===== config.mk =====
export PLATFORM = sky130hd
export DESIGN_NAME = pc_fetch_ctrl
export DESIGN_NICKNAME = d
export VERILOG_FILES = /design/src/rtl/pc_fetch_pkg.sv /design/src/rtl/fetch_timer.sv /design/src/rtl/pc_fetch_ctrl.sv
export SDC_FILE = /design/constraint.sdc
export NUM_CORES = 1
export LEC_CHECK = 0
export BUFFER_PORTS_ARGS = -buffer_cell sky130_fd_sc_hd__buf_2
export CAP_MARGIN = 30
export CELL_PAD_IN_SITES_DETAIL_PLACEMENT = 2
export CELL_PAD_IN_SITES_GLOBAL_PLACEMENT = 2
export CORE_MARGIN = 10
export CORE_UTILIZATION = 25
export DETAILED_ROUTE_END_ITERATION = 6
export PLACE_DENSITY_LB_ADDON = 0.1
export SYNTH_ARGS = -nofsm -noshare
export SYNTH_HDL_FRONTEND = slang
export SYNTH_SLANG_ARGS = --single-unit
export TNS_END_PERCENT = 100

===== constraint.sdc =====
create_clock -name i_clk -period 1.3 [get_ports i_clk]
set_input_delay 0.065 -clock i_clk [delete_from_list [all_inputs] [get_ports i_clk]]
set_output_delay 0.065 -clock i_clk [all_outputs]
set_load 0.02 [all_outputs]

===== src/rtl/pc_fetch_pkg.sv =====
// pc_fetch_pkg -- shared definitions for the instruction fetch controller.
//
// Contents:
//   PC_ADDR_W / PC_INSTR_W : default address and instruction widths.
//   fetch_state_t          : FSM state encoding. ST_ERR is only present
//                            when FETCH_TIMEOUT_EN is defined.
//   fetch_req_active()     : true in states that drive a memory request.
package pc_fetch_pkg;

  localparam int PC_ADDR_W  = 8;
  localparam int PC_INSTR_W = 16;

  typedef enum logic [2:0] {
    ST_IDLE  = 3'd0,
    ST_REQ   = 3'd1,
    ST_VALID = 3'd2,
    ST_INC   = 3'd3
`ifdef FETCH_TIMEOUT_EN
    ,
    ST_ERR   = 3'd4
`endif
  } fetch_state_t;

  function automatic logic fetch_req_active(input fetch_state_t st);
    return (st == ST_REQ);
  endfunction

endpackage


===== src/rtl/fetch_timer.sv =====
// fetch_timer -- counts cycles a fetch spends waiting for acknowledge.
//
// Ports:
//   i_clk      : clock, rising edge.
//   i_reset_n  : asynchronous active-low reset, clears the count.
//   i_load     : restart the count at zero (asserted while idle).
//   i_count    : advance the count (asserted while requesting).
//   o_expire   : high during the TIMEOUT_CYCLES-th counted cycle.
//
// Only instantiated when FETCH_TIMEOUT_EN is defined.
module fetch_timer #(
  parameter int TIMEOUT_CYCLES = 15
) (
  input  logic i_clk,
  input  logic i_reset_n,
  input  logic i_load,
  input  logic i_count,
  output logic o_expire
);

  // The count runs 0 .. TIMEOUT_CYCLES-1, one value per waiting cycle.
  localparam int CNT_W = (TIMEOUT_CYCLES > 1) ? $clog2(TIMEOUT_CYCLES) : 1;
  localparam logic [CNT_W-1:0] CNT_LAST = CNT_W'(TIMEOUT_CYCLES - 1);

  logic [CNT_W-1:0] cnt;

  always_ff @(posedge i_clk or negedge i_reset_n) begin
    if (!i_reset_n) begin
      cnt <= '0;
    end else if (i_load) begin
      cnt <= '0;
    end else if (i_count && !o_expire) begin
      cnt <= cnt + 1'b1;
    end
  end

  assign o_expire = i_count && (cnt == CNT_LAST);

endmodule


===== src/rtl/pc_fetch_ctrl.sv =====
// pc_fetch_ctrl -- instruction fetch sequencer between the PC register,
// instruction memory and the decoder.
//
// One fetch walks IDLE -> REQ -> VALID -> INC -> IDLE: latch the PC, request
// memory until acknowledged, hold the instruction until the decoder takes
// it, then pulse o_incPc so the PC register advances on its falling edge.
//
// Ports:
//   i_clk, i_reset_n        : clock and asynchronous active-low reset.
//   i_pc                    : current PC value.
//   o_memAddr, o_memReq     : memory read address and request.
//   i_memAck, i_memData     : acknowledge with same-cycle read data.
//   o_instr, o_instrValid   : fetched instruction to the decoder.
//   i_instrReady            : decoder accepts o_instr.
//   o_incPc                 : one-cycle PC increment strobe.
//   i_halt                  : blocks new fetches (sampled in IDLE only).
//   o_fetchErr              : sticky acknowledge-timeout flag.
//
// Build option: FETCH_TIMEOUT_EN enables the acknowledge timeout and the ERR
// state; without it REQ waits indefinitely and o_fetchErr is held at 0.
module pc_fetch_ctrl
  import pc_fetch_pkg::*;
#(
  parameter int ADDR_W         = PC_ADDR_W,
  parameter int INSTR_W        = PC_INSTR_W,
  parameter int TIMEOUT_CYCLES = 15
) (
  input  logic               i_clk,
  input  logic               i_reset_n,
  input  logic [ADDR_W-1:0]  i_pc,
  output logic [ADDR_W-1:0]  o_memAddr,
  output logic               o_memReq,
  input  logic               i_memAck,
  input  logic [INSTR_W-1:0] i_memData,
  output logic [INSTR_W-1:0] o_instr,
  output logic               o_instrValid,
  input  logic               i_instrReady,
  output logic               o_incPc,
  input  logic               i_halt,
  output logic               o_fetchErr
);

  fetch_state_t state, state_nxt;
  logic         timer_expire;

`ifdef FETCH_TIMEOUT_EN
  fetch_timer #(
    .TIMEOUT_CYCLES(TIMEOUT_CYCLES)
  ) u_fetch_timer (
    .i_clk    (i_clk),
    .i_reset_n(i_reset_n),
    .i_load   (state == ST_IDLE),
    .i_count  (state == ST_REQ),
    .o_expire (timer_expire)
  );
`else
  assign timer_expire = 1'b0;
  // The parameter stays on the interface so both builds share one port map.
  logic unused_timeout_cfg;
  assign unused_timeout_cfg = (TIMEOUT_CYCLES != 0) | timer_expire;
`endif

  // State register
  always_ff @(posedge i_clk or negedge i_reset_n) begin
    if (!i_reset_n) begin
      state <= ST_IDLE;
    end else begin
      state <= state_nxt;
    end
  end

  // Next-state logic
  always_comb begin
    state_nxt = state;
    case (state)
      ST_IDLE: begin
        if (!i_halt) state_nxt = ST_REQ;
      end
      ST_REQ: begin
        // An acknowledge arriving in the expiring cycle still wins.
        if (i_memAck) begin
          state_nxt = ST_VALID;
        end
`ifdef FETCH_TIMEOUT_EN
        else if (timer_expire) begin
          state_nxt = ST_ERR;
        end
`endif
      end
      ST_VALID: begin
        if (i_instrReady) state_nxt = ST_INC;
      end
      ST_INC: begin
        state_nxt = ST_IDLE;
      end
`ifdef FETCH_TIMEOUT_EN
      ST_ERR: begin
        state_nxt = ST_ERR;
      end
`endif
      default: begin
        state_nxt = ST_IDLE;
      end
    endcase
  end

  // Output decode: all strobes are pure functions of the state
  always_comb begin
    o_memReq     = fetch_req_active(state);
    o_instrValid = (state == ST_VALID);
    o_incPc      = (state == ST_INC);
`ifdef FETCH_TIMEOUT_EN
    o_fetchErr   = (state == ST_ERR);
`else
    o_fetchErr   = 1'b0;
`endif
  end

  // Address and instruction holding registers. The address is captured only
  // when leaving IDLE, so it stays stable through REQ even if i_pc moves.
  always_ff @(posedge i_clk or negedge i_reset_n) begin
    if (!i_reset_n) begin
      o_memAddr <= '0;
      o_instr   <= '0;
    end else begin
      if (state == ST_IDLE && !i_halt) begin
        o_memAddr <= i_pc;
      end
      if (state == ST_REQ && i_memAck) begin
        o_instr <= i_memData;
      end
    end
  end

endmodule


==> results.py, run 1 <==
metrics = {
    "layout": {
        "final_common_cell": "buf_2",
        "nNetsFinal": 174,
        "drive_gt1_frac": 0.777,
        "diodes": 0,
        "utilization": 0.406,
        "area_growth_pct": 56.0,
        "layout_common_cells": "buf_2, dfrtp_1, mux2_4, buf_4, mux2_2",
    },
    "routing": {
        "drc": 0,
        "via_per_inst": 4.25,
        "drt_iter0_markers": 11,
        "routedWlPerCell_um": 17.0,
        "first_pass_iters": 2,
        "vias": 811,
        "ant_nets": 0,
        "finalWirelength_mm": 3.25,
    },
    "critical_path": {
        "startpoint_type": "register",
        "cp_top_family": "flip-flops",
        "critPathMaxStageDelay_ns": 0.41,
        "crit_buf_inv": 2,
        "worstPathRequired_ns": 1.46,
        "critPathKind": "register to register",
        "cp.arrival_ns": 1.56,
        "cp.depth": 5,
        "crit_path_end_kind": "register",
        "path_max_fanout": 7,
        "cp_cell_sequence": "buf_4, ha_4, nand2_4, buf_12, mux2_2",
        "cp_slowest_cell": "dfrtp_1",
        "reg2reg_depth": 5,
    },
    "sta": {
        "timing.final.crit_share": 1.08,
        "maxSlewHeadroom": 0.609,
        "layout_setup_ws_ns": -0.105,
        "hold_viol_final": 0,
        "fin_crit_ns": 1.41,
        "rsz0062_at_grt": "yes",
        "skew_ns": 0.00600,
        "slew_viol_final": 0,
        "finalSetupTns_ns": -1.96,
        "worstMarginPinSlew_ns": 0.586,
        "finalSetupViolCount": 28,
        "maxClockFrequency_ghz": 0.712,
    },
    "outcome": {
        "violations": "setup timing",
        "status": "complete, but fails checks",
    },
    "cts": {
        "clk_pin_slew_worst_paths_ns": 0.09,
        "clock_latency_ns": 0.26,
        "cts_buffers": 3,
        "clockBufferDepth": 2,
        "root_buffer": "clkbuf_8",
        "h-tree-depth": 1,
        "cts_num_sinks": 26,
        "cts_tree": "yes",
    },
    "yosys": {
        "yosysWarnings": 0,
        "yosysUniqueCellTypes": 14,
        "yosys-top-cells-area": "dfrtp_1, mux2_2, mux2_4, ha_1, buf_12",
        "synth_area_um2": 1140,
        "synth_top_area_share": 0.571,
        "synth_seq_area_share": 0.571,
        "synthesis.nets": 104,
        "syn-instance-count": 70,
        "synth_area_per_cell_um2": 16.3,
        "synth_area_leader_cell": "dfrtp_1",
        "yosys_register_bits": 26,
    },
    "floorplan": {
        "chipWidth_um": 87.5,
        "start_util": 0.260,
        "die_area_um2": 7660,
        "ios": 57,
        "rows": 24,
        "die_y_um": 87.5,
        "core_um2": 4380,
    },
    "power": {
        "power.density_nw_per_um2": 2670,
        "leakage_uw": 0.000925,
        "peakVddDrop_v": 0.000756,
        "total_power_uw": 4750,
    },
    "worst_hold_path": {
        "hp-class": "input port to register",
        "holdPathStages": 2,
    },
    "place": {
        "dp_hpwl_mm": 2.61,
        "gp_congestion": 0.706,
        "io_buffers": 55,
    },
    "global_routing": {
        "grt_use_total": 0.0903,
        "grt_first_pass_wirelength_mm": 5.46,
        "grt_overflow": 0,
        "grt_max_degree": 27,
        "antenna_found_initial": 0,
        "grt_pass1_vias": 1026,
    },
    "flow_run": {
        "cap_viol_max_count": 0,
    },
}
## cell usage after synthesis (all sizes together)
master and n:
dfrtp 26, conb 1, buf 3, nor2b 1, inv 4, mux2 25, mux2i 1, nand2 2
ha 5, o21bai 1, o221ai 1
## sequential cells by signal, summed over array words and instances, names as in the netlist
name / cells
o_instr: 16
state: 2
o_memAddr: 8
## metal layers
metal | part of all wire | GRT usage | vias to the layer above
met5 | 0 | 0 | -
met4 | 0.011 | 0.0391 | 0
met3 | 0.083 | 0.0300 | 2
met2 | 0.51 | 0.149 | 29
met1 | 0.39 | 0.104 | 410
li1 | - | - | 370
## power by group
part,switching [µW],leakage (µW),total (µW),internal (µW)
logic,1320,0.000588,2790,1470
clock network,244,0.0000288,515,270
registers,214,0.000308,1440,1230
## layout make-up
cell class / count / area, µm²
Fill cell: 456 / 2610
Sequential cell: 26 / 651
Multi-Input combinational cell: 37 / 538
Timing Repair Buffer: 68 / 454
Tap cell: 52 / 65.1
Clock buffer: 4 / 55.1
Inverter: 4 / 15.0
## what timing repair did
item                                    in CTS  in global routing
hold endpoints to repair                    26                  0
endpoints found under the setup margin      27                 28
setup buffers                                0                  1
cloned                                       0                  1
hold buffers                                 1                  0
gates resized for setup                      9                 12
pin swaps                                    3                  2
## worst register-to-register path, stage by stage, from the launching register on
cell	delay, ns
dfrtp_1	0.41
buf_4	0.15
ha_4	0.17
nand2_4	0.10
buf_12	0.13
mux2_2	0.33
## worst paths after layout
kind,startpoint,end,slack [ns]
setup / recovery,state[0],o_instr[8],-0.11
hold / removal,i_memData[2],o_instr[2],0.02
setup reg to reg,state[0],o_instr[8],-0.11
hold reg to reg,o_instr[11],o_instr[11],0.51
max in group asynchronous,i_reset_n,o_instr[13],0.59
min in group asynchronous,i_reset_n,o_instr[11],0.33
## stage by stage
stage                     setup slack (ns)  hold WS [ns]  instances  cell area [µm²]
after detailed placement            -0.109         0.113        184             1600
after floorplan                     -0.104        -0.231         70             1180
final                               -0.105        0.0221        191             1780
after CTS                          -0.0844        0.0117        189             1700
after global placement             -0.0666         0.105        184             1600
after global routing                -0.150        0.0115        191             1780
## cells by family after synthesis
logic type               after synthesis  synth area share
AO/OA/AOI/OAI                          2            0.0198
adder cells (fa/ha/maj)                5            0.0549
buffers and inverters                  7            0.0439
flip-flops                            26             0.571
multiplexers                          26             0.289
other                                  1           0.00329
AND/OR/NAND/NOR                        3            0.0187
No activity file was read; power rests on OpenSTA's default activity.
==> inputs of run 2 (changes only) <==
--- a/config.mk
+++ b/config.mk
@@ -7,12 +7,10 @@
 export LEC_CHECK = 0
 export BUFFER_PORTS_ARGS = -buffer_cell sky130_fd_sc_hd__buf_2
 export CAP_MARGIN = 30
-export CELL_PAD_IN_SITES_DETAIL_PLACEMENT = 2
-export CELL_PAD_IN_SITES_GLOBAL_PLACEMENT = 2
 export CORE_MARGIN = 10
-export CORE_UTILIZATION = 25
+export CORE_UTILIZATION = 40
 export DETAILED_ROUTE_END_ITERATION = 6
-export PLACE_DENSITY_LB_ADDON = 0.1
+export PLACE_DENSITY = 0.74
 export SYNTH_ARGS = -nofsm -noshare
 export SYNTH_HDL_FRONTEND = slang
 export SYNTH_SLANG_ARGS = --single-unit
==> results.py, run 2 (same netlist as run 1, synthesis figures left out) <==
metrics = {
    "global_routing": {
        "antenna_found_initial": 0,
        "grt_first_pass_wirelength_mm": 5.38,
        "grt_use_total": 0.125,
        "grt_max_degree": 27,
        "grt_pass1_vias": 1039,
        "grt_overflow": 0,
    },
    "worst_hold_path": {
        "holdPathStages": 3,
        "hold_start": "i_instrReady",
        "hp-class": "input port to register",
        "holdPathEnd": "state[1]",
    },
    "cts": {
        "root_buffer": "clkbuf_4",
        "clock_latency_ns": 0.31,
        "cts_num_sinks": 26,
        "clockBufferDepth": 2,
        "cts_buffers": 3,
        "h-tree-depth": 1,
        "cts_tree": "yes",
        "clk_pin_slew_worst_paths_ns": 0.13,
    },
    "sta": {
        "finalSetupTns_ns": -1.51,
        "maxSlewHeadroom": 0.628,
        "layout_setup_ws_ns": -0.119,
        "finalSetupViolCount": 29,
        "maxClockFrequency_ghz": 0.705,
        "slew_viol_final": 0,
        "skew_ns": 0.00487,
        "worstMarginPinSlew_ns": 0.559,
        "hold_viol_final": 0,
        "timing.final.crit_share": 1.09,
        "hold_ws_ns": 0.192,
        "fin_crit_ns": 1.42,
        "rsz0062_at_grt": "yes",
    },
    "layout": {
        "utilization": 0.707,
        "nNetsFinal": 196,
        "largest_reg_flops": 16,
        "n_fill_cell": 181,
        "largestRegisters": "o_instr (16), o_memAddr (8), state (2)",
        "top_register": "o_instr",
        "stdcell_count": 191,
        "final_common_cell": "buf_2",
        "area_growth_pct": 69.5,
        "layout_common_cells": "buf_2, dfrtp_1, mux2_4, dlygate4sd3_1, buf_4",
        "drive_gt1_frac": 0.644,
        "diodes": 0,
    },
    "routing": {
        "routedWlPerCell_um": 16.9,
        "drt_iter0_markers": 42,
        "vias": 875,
        "first_pass_iters": 4,
        "finalWirelength_mm": 3.23,
        "ant_nets": 0,
        "via_per_inst": 4.58,
        "drc": 0,
    },
    "power": {
        "power.density_nw_per_um2": 2410,
        "leakage_uw": 0.00101,
        "peakVddDrop_v": 0.00173,
    },
    "critical_path": {
        "cp.arrival_ns": 1.35,
        "crit_path_end_kind": "primary output",
        "path_max_fanout": 3,
        "reg2reg_depth": 5,
        "worstPathRequired_ns": 1.24,
        "rr_startpoint": "state[0]",
        "r2r_end": "state[1]",
        "critPathKind": "register to primary output",
        "startpoint_type": "register",
        "rrSetupSlack_ns": -0.11,
    },
    "floorplan": {
        "die_y_um": 73.4,
        "rows": 19,
        "start_util": 0.417,
        "die_area_um2": 5380,
        "core_um2": 2730,
        "ios": 57,
        "chipWidth_um": 73.4,
    },
    "place": {
        "dp_cells": 160,
        "dp_hpwl_mm": 2.15,
        "io_buffers": 55,
        "gp_congestion": 0.788,
    },
    "outcome": {
        "status": "complete, but fails checks",
        "violations": "setup timing",
    },
    "flow_run": {
        "cap_viol_max_count": 0,
    },
}
run 2: layout make-up:
class / count / area, µm² / area share
clock buffer: 3 / 22.5 / 0.0117
inverter: 4 / 15.0 / 0.00777
multi-input combinational: 38 / 572 / 0.296
sequential: 26 / 651 / 0.337
tap: 31 / 38.8 / 0.0201
timing repair buffer: 89 / 633 / 0.328
run 2: how the worst max path moves through the flow:
stage	from	end	slack (ns)	depth (start not counted)
2_1_floorplan	state[1]	state[1]	-0.10	5
3_3_place_gp	state[0]	state[1]	-0.1	6
3_5_place_dp	state[0]	o_memAddr[1]	-0.16	5
4_1_cts	state[0]	state[1]	-0.10	6
5_1_grt	state[0]	o_incPc	-0.17	4
6_report	state[0]	o_incPc	-0.12	4
run 2: what timing repair did:
item                       4_1_cts  5_1_grt
hold buffers                    25        0
pin swaps                        4        1
hold endpoints to repair        50        0
buffers inserted                 2        0
cloned                           1        0
setup endpoints to repair       28       29
gates resized for setup         26        1
run 2: routing by layer:
metal	track usage	part of all wire	vias up
met4	0.0373	0.0096	0
li1	-	-	418
met2	0.205	0.48	34
met3	0.0471	0.10	4
met1	0.149	0.41	419
met5	0	0	-
run 2: worst max-delay path: stages (launching register included):
cell     delay (ns)
dfrtp_1        0.44
buf_4          0.15
buf_4          0.13
ha_1           0.20
buf_6          0.13
run 2: power breakdown:
| part | switching (µW) | leakage, µW | internal, µW |
|---|---|---|---|
| Sequential | 228 | 0.000308 | 1220 |
| Combinational | 1350 | 0.000683 | 1520 |
| Clock | 219 | 0.0000138 | 108 |
run 2: metrics by stage:
step	area, µm²	total power, µW	worst slack [ns]
floorplan	1180	3020	-0.104
global placement	1530	3760	-0.0983
detailed placement	1530	3850	-0.158
CTS	1930	4660	-0.103
global route	1930	4930	-0.170
finish	1930	4650	-0.119
